<file path="config.mk">
export PLATFORM = sky130hd
export DESIGN_NAME = video_spi_capture
export DESIGN_NICKNAME = d
export VERILOG_FILES = /design/src/rtl/video_spi_capture.sv
export SDC_FILE = /design/constraint.sdc
export NUM_CORES = 2
export LEC_CHECK = 0
export ABC_AREA = 1
export CAP_MARGIN = 20
export CORE_MARGIN = 3
export CORE_UTILIZATION = 35
export DETAILED_ROUTE_END_ITERATION = 6
export DONT_BUFFER_PORTS = 1
export HOLD_SLACK_MARGIN = 0.08
export PLACE_DENSITY = 0.58
export SLEW_MARGIN = 10
export SYNTH_ARGS = -nofsm -noshare
export SYNTH_HDL_FRONTEND = slang
export SYNTH_SLANG_ARGS = --single-unit
</file>
<file path="constraint.sdc">
create_clock -name clk -period 8.5 [get_ports clk]
set_clock_uncertainty 0.2 [all_clocks]
set_input_delay 1.7 -clock clk [delete_from_list [all_inputs] [get_ports clk]]
set_output_delay 1.7 -clock clk [all_outputs]
set_load 0.01 [all_outputs]
</file>
<file path="src/rtl/video_spi_capture.sv">
// video_spi_capture: reads SAMPLE_W-bit words from the video SPI, packs them
// into 2 bytes each and serves one buffered message to cmd_encoder.
// Ports: clk, rst (sync, active-high); video SPI n_cs/sclk/miso;
//   command in_data/in_ena; reader enc_rdreq/out_data/have_msg/len; busy.
// Build option: define VIDEO_CRC_EN to append an XOR check byte.
module video_spi_capture #(
  parameter int SAMPLE_W = 12,
  parameter int CLK_DIV  = 2,
  parameter int CS_GAP   = 4
) (
  input  logic       clk,
  input  logic       rst,
  output logic       n_cs,
  output logic       sclk,
  input  logic       miso,
  input  logic [7:0] in_data,
  input  logic       in_ena,
  input  logic       enc_rdreq,
  output logic [7:0] out_data,
  output logic       have_msg,
  output logic [7:0] len,
  output logic       busy
);

  localparam logic [2:0] S_IDLE  = 3'd0;
  localparam logic [2:0] S_SETUP = 3'd1;
  localparam logic [2:0] S_SHIFT = 3'd2;
  localparam logic [2:0] S_PACK  = 3'd3;
  localparam logic [2:0] S_GAP   = 3'd4;
  localparam logic [2:0] S_DONE  = 3'd5;
  localparam logic [2:0] S_DRAIN = 3'd6;

  localparam logic [15:0] DIV_END = 16'(CLK_DIV - 1);
  localparam logic [15:0] GAP_END = 16'(CS_GAP - 1);
  localparam logic [4:0]  BIT_END = 5'(SAMPLE_W - 1);

  logic [2:0]          state;
  logic [15:0]         tcnt;
  logic [4:0]          bit_cnt;
  logic [SAMPLE_W-1:0] shreg;
  logic [6:0]          n_req;
  logic [6:0]          s_cnt;
  logic [7:0]          wr_ptr;
  logic [7:0]          rd_ptr;
  logic [7:0]          mem [256];
  logic                we;
  logic [7:0]          wdata;
  logic [15:0]         word16;
`ifdef VIDEO_CRC_EN
  logic [7:0]          crc;
`endif

  assign busy   = (state != S_IDLE);
  // Sample zero-padded at the top so the hi byte carries the MSBs.
  assign word16 = 16'(shreg);

  always_comb begin
    we    = 1'b0;
    wdata = 8'h00;
    if (state == S_PACK) begin
      we    = 1'b1;
      wdata = tcnt[0] ? word16[7:0] : word16[15:8];
    end
`ifdef VIDEO_CRC_EN
    if (state == S_DONE && !tcnt[0]) begin
      we    = 1'b1;
      wdata = crc;
    end
`endif
  end

  always_ff @(posedge clk) begin
    if (we && !rst) mem[wr_ptr] <= wdata;
  end

  always_ff @(posedge clk) begin
    if (rst) begin
      state    <= S_IDLE;
      n_cs     <= 1'b1;
      sclk     <= 1'b0;
      have_msg <= 1'b0;
      len      <= 8'h00;
      out_data <= 8'h00;
      tcnt     <= '0;
      bit_cnt  <= '0;
      shreg    <= '0;
      n_req    <= '0;
      s_cnt    <= '0;
      wr_ptr   <= '0;
      rd_ptr   <= '0;
`ifdef VIDEO_CRC_EN
      crc      <= '0;
`endif
    end else begin
      if (we) begin
        wr_ptr <= wr_ptr + 8'd1;
`ifdef VIDEO_CRC_EN
        crc    <= crc ^ wdata;
`endif
      end
      case (state)
        S_IDLE: begin
          if (in_ena && !in_data[7] && in_data[6:0] != 7'd0) begin
            n_req  <= in_data[6:0];
            s_cnt  <= '0;
            wr_ptr <= '0;
            rd_ptr <= '0;
`ifdef VIDEO_CRC_EN
            crc    <= '0;
`endif
            tcnt   <= '0;
            n_cs   <= 1'b0;
            state  <= S_SETUP;
          end
        end
        S_SETUP: begin
          if (tcnt == DIV_END) begin
            tcnt    <= '0;
            bit_cnt <= '0;
            state   <= S_SHIFT;
          end else begin
            tcnt <= tcnt + 16'd1;
          end
        end
        S_SHIFT: begin
          if (tcnt == DIV_END) begin
            tcnt <= '0;
            if (!sclk) begin
              // capture on the cycle sclk is driven high
              sclk  <= 1'b1;
              shreg <= SAMPLE_W'({shreg, miso});
            end else begin
              sclk <= 1'b0;
              if (bit_cnt == BIT_END) begin
                n_cs  <= 1'b1;
                state <= S_PACK;
              end else begin
                bit_cnt <= bit_cnt + 5'd1;
              end
            end
          end else begin
            tcnt <= tcnt + 16'd1;
          end
        end
        S_PACK: begin
          if (!tcnt[0]) begin
            tcnt <= 16'd1;
          end else begin
            tcnt  <= '0;
            s_cnt <= s_cnt + 7'd1;
            if (s_cnt + 7'd1 < n_req) state <= S_GAP;
            else                      state <= S_DONE;
          end
        end
        S_GAP: begin
          if (tcnt == GAP_END) begin
            tcnt  <= '0;
            n_cs  <= 1'b0;
            state <= S_SETUP;
          end else begin
            tcnt <= tcnt + 16'd1;
          end
        end
        S_DONE: begin
`ifdef VIDEO_CRC_EN
          if (!tcnt[0]) begin
            tcnt <= 16'd1;
          end else begin
            tcnt     <= '0;
            len      <= wr_ptr;
            have_msg <= 1'b1;
            out_data <= mem[0];
            state    <= S_DRAIN;
          end
`else
          len      <= wr_ptr;
          have_msg <= 1'b1;
          out_data <= mem[0];
          state    <= S_DRAIN;
`endif
        end
        S_DRAIN: begin
          if (enc_rdreq) begin
            rd_ptr <= rd_ptr + 8'd1;
            // last byte: out_data keeps showing it
            if (rd_ptr + 8'd1 == len) begin
              have_msg <= 1'b0;
              state    <= S_IDLE;
            end else begin
              out_data <= mem[rd_ptr + 8'd1];
            end
          end
        end
        default: state <= S_IDLE;
      endcase
    end
  end

endmodule

</file>
==> impl_metrics.toml <==
[final_layout]
finalInstanceArea_um2 = 96800
area_growth_pct = 11.2
drive_gt1_share_pct = 5.83
n_fill_cell = 23300
nets = 7394
post-route-util_pct = 39.3

[synth]
synth_xor_area_share_pct = 0.165
syn-num-nets = 7577
synth_largest_area_cell = "edfxtp_1"
synth_common_cells = "nand2_1, nand3_1, edfxtp_1"
yosysTopAreaCellShare_pct = 70.6
yosysMostFrequentCell = "nand2_1"
syn_inst = 7549
synth_area_per_cell_um2 = 11.5
synth_compound_area_share_pct = 0.885
yosys_register_bits = 2133
synth_simple_gate_area_share_pct = 23.2
synth_area_leaders = "edfxtp_1, nand3_1, nand2_1"
yosys.area_share.adder_pct = 0.216
synth_top_family_by_area = "simple AND/OR/NAND/NOR gates"
synthArstFlopShare_pct = 0
synth-edff-count = 2048
ys_seq_area_share_pct = 72.6
netlist_area_um2 = 87100
ys_types = 50
synthMuxAreaShare_pct = 0
synthFlopType = "edfxtp_1"
ys_warn_count = 0

[timing]
relSlewSlack_pct = 22.9
slew_viol_final = 0
period_share_pct = 59.6
setup_viol = 0
worst_slew_pin_slew_ns = 1.16
hold_ws_ns = 0.260
max_freq_mhz = 197
rsz0062_at_grt = "false"
period_needed_ns = 5.06
hold_violations = 0

[cts]
clockBufferDepth = 3
clkTransAtPathRegs_ns = 0.06
clk-insertion-delay-late_ns = 0.85
cts.sinks = 2133
post_cts_buffers = 0
cts_tree = "yes"
cts_root_buf = "clkbuf_16"
post_cts_resized = 0
cts_max_level = 4
cts_hold_buf = 0
numCtsBuffers = 216

[drt]
met2_length_um = 111000
vias = 57800
ant_nets = 0
dr.pass1.iters = 6
wirelength_um = 246000
vias_per_cell = 5.33
initialDrtViolationCount = 7085
met1_length_um = 104000
drc = 0
route.met3.wl_um = 22300
highest_layer = "met5"
wl_per_cell_um = 22.6

[worst_setup_path]
crit_chain = "inv_8, buf_4, buf_4, nand2_1, nand3_1, nand3_1, nand3_1, nand3_1, nand3_1, nand3_1, nand3_1, nand2_1, nand2_1, nand2_1, a21oi_1"
cp.arrival_ns = 5.63
cp_max_fo = 128
worstSetupPathType = "reg -> reg"
start_kind = "register"
timing.rr.start = "rd_ptr[0]"
cp.required_ns = 9.07
path_common_cell = "nand3_1"
crit_slowest_cell = "buf_4"
cp-end-kind = "register"
cp_slowest_stage_delay_ns = 0.90
startpoint = "rd_ptr[0]"

[place]
place_area_um2 = 90200
portBuffers = 0
finalWeightedCongestion = 0.864
place_hpwl_um = 132000

[pwr]
ir_drop_v = 0.000220
p_per_area_nw_per_um2 = 221
power_leakage_nw = 33.8

[floorplanning]
die_w_um = 505
io_pins = 33
start_util_pct = 35.3
num_rows = 182
dieArea_um2 = 255000
die_y_um = 505
core_area_um2 = 247000

[global_routing]
antenna_found_initial = 10
grt_usage_pct = 18.8
grt_pass1_vias = 55500
grt_start_max_net_pins = 189
grt_pass1_wl_um = 364000
gr-total-overflow = 0

[worst_hold_path]
hold_path_class = "reg -> reg"
hp-start = "shreg[11]"

[status]
status = "finished, final reports clean"

[run]
cap_violations = 0
==> cell usage in the layout, fill, tap and decap left out, types with 14 or more instances in the layout <==
cell type and instances:
buf_12 19, edfxtp_1 2048, ha_1 14, clkbuf_16 216
nand3_1 2044, inv_1 93, clkinv_2 56, dfxtp_1 84
clkbuf_1 51, nand2_1 2177, clkinv_1 59, nor2_1 355
buf_4 58, o21ai_0 46, a21oi_1 63
==> final timing paths <==
| check | end | slack (ns) | depth (start not counted) |
|---|---|---|---|
| worst max-delay path | out_data[0] | 3.44 | 15 |
| worst min-delay path | shreg[11] | 0.26 | 2 |
| worst max register to register | out_data[0] | 3.44 | 15 |
| worst min register to register | shreg[11] | 0.26 | 2 |
==> critical path: cells and delay by family, from the launching register on <==
family / cells / cell delay (ns)
buf+inv: 3 / 2.45
flops: 1 / 0.53
compound gates: 1 / 0.11
simple gates: 11 / 1.52
==> routing by layer <==
metal  vias up  global-route usage, %
li1      26400                      -
met1     28500                   26.5
met2      2516                   29.0
met3       413                   3.55
met4         4                   6.20
met5         -                      0
==> cell type report <==
class | count | area (um^2) | area share [%]
antenna | 1 | 2.50 | 0.00258
clock buffer | 274 | 5690 | 5.88
clock inverter | 124 | 940 | 0.970
inverter | 124 | 513 | 0.530
multi-input combinational | 4812 | 21500 | 22.2
sequential | 2133 | 63200 | 65.3
tap | 3312 | 4140 | 4.28
timing repair buffer | 79 | 855 | 0.883
==> power by group <==
group	total [mW]	switching, mW	internal [mW]
clock	9.03	3.96	5.07
combinational	0.901	0.662	0.239
sequential	11.5	0.0657	11.4
total	21.4	4.69	16.7
==> through the flow <==
step / setup TNS [ns] / std cells / power [mW] / setup WS [ns]
detailed placement: 0 / 10500 / 12.6 / 3.29
floorplan: -111.09 / 7549 / 12.3 / -0.108
global placement: 0 / 10500 / 12.6 / 3.40
CTS: 0 / 10900 / 21.5 / 3.54
global route: 0 / 10900 / 22.0 / 3.20
finish: 0 / 10900 / 21.4 / 3.44
==> sequential cells by signal, indices dropped and copies added, names as in the netlist, 3 cells and up <==
register  flops
mem        2048
tcnt         16
shreg        12
len           8
out_data      8
rd_ptr        8
wr_ptr        8
n_req         7
s_cnt         7
bit_cnt       5
state         3
==> cells by family after synthesis <==
family / after synthesis
AO/OA/AOI/OAI: 139
AND/OR/NAND/NOR: 4644
XOR/XNOR: 14
adder cells (fa/ha/maj): 15
buffers and inverters: 604
flip-flops: 2133
(Power assumes the default switching activity.)
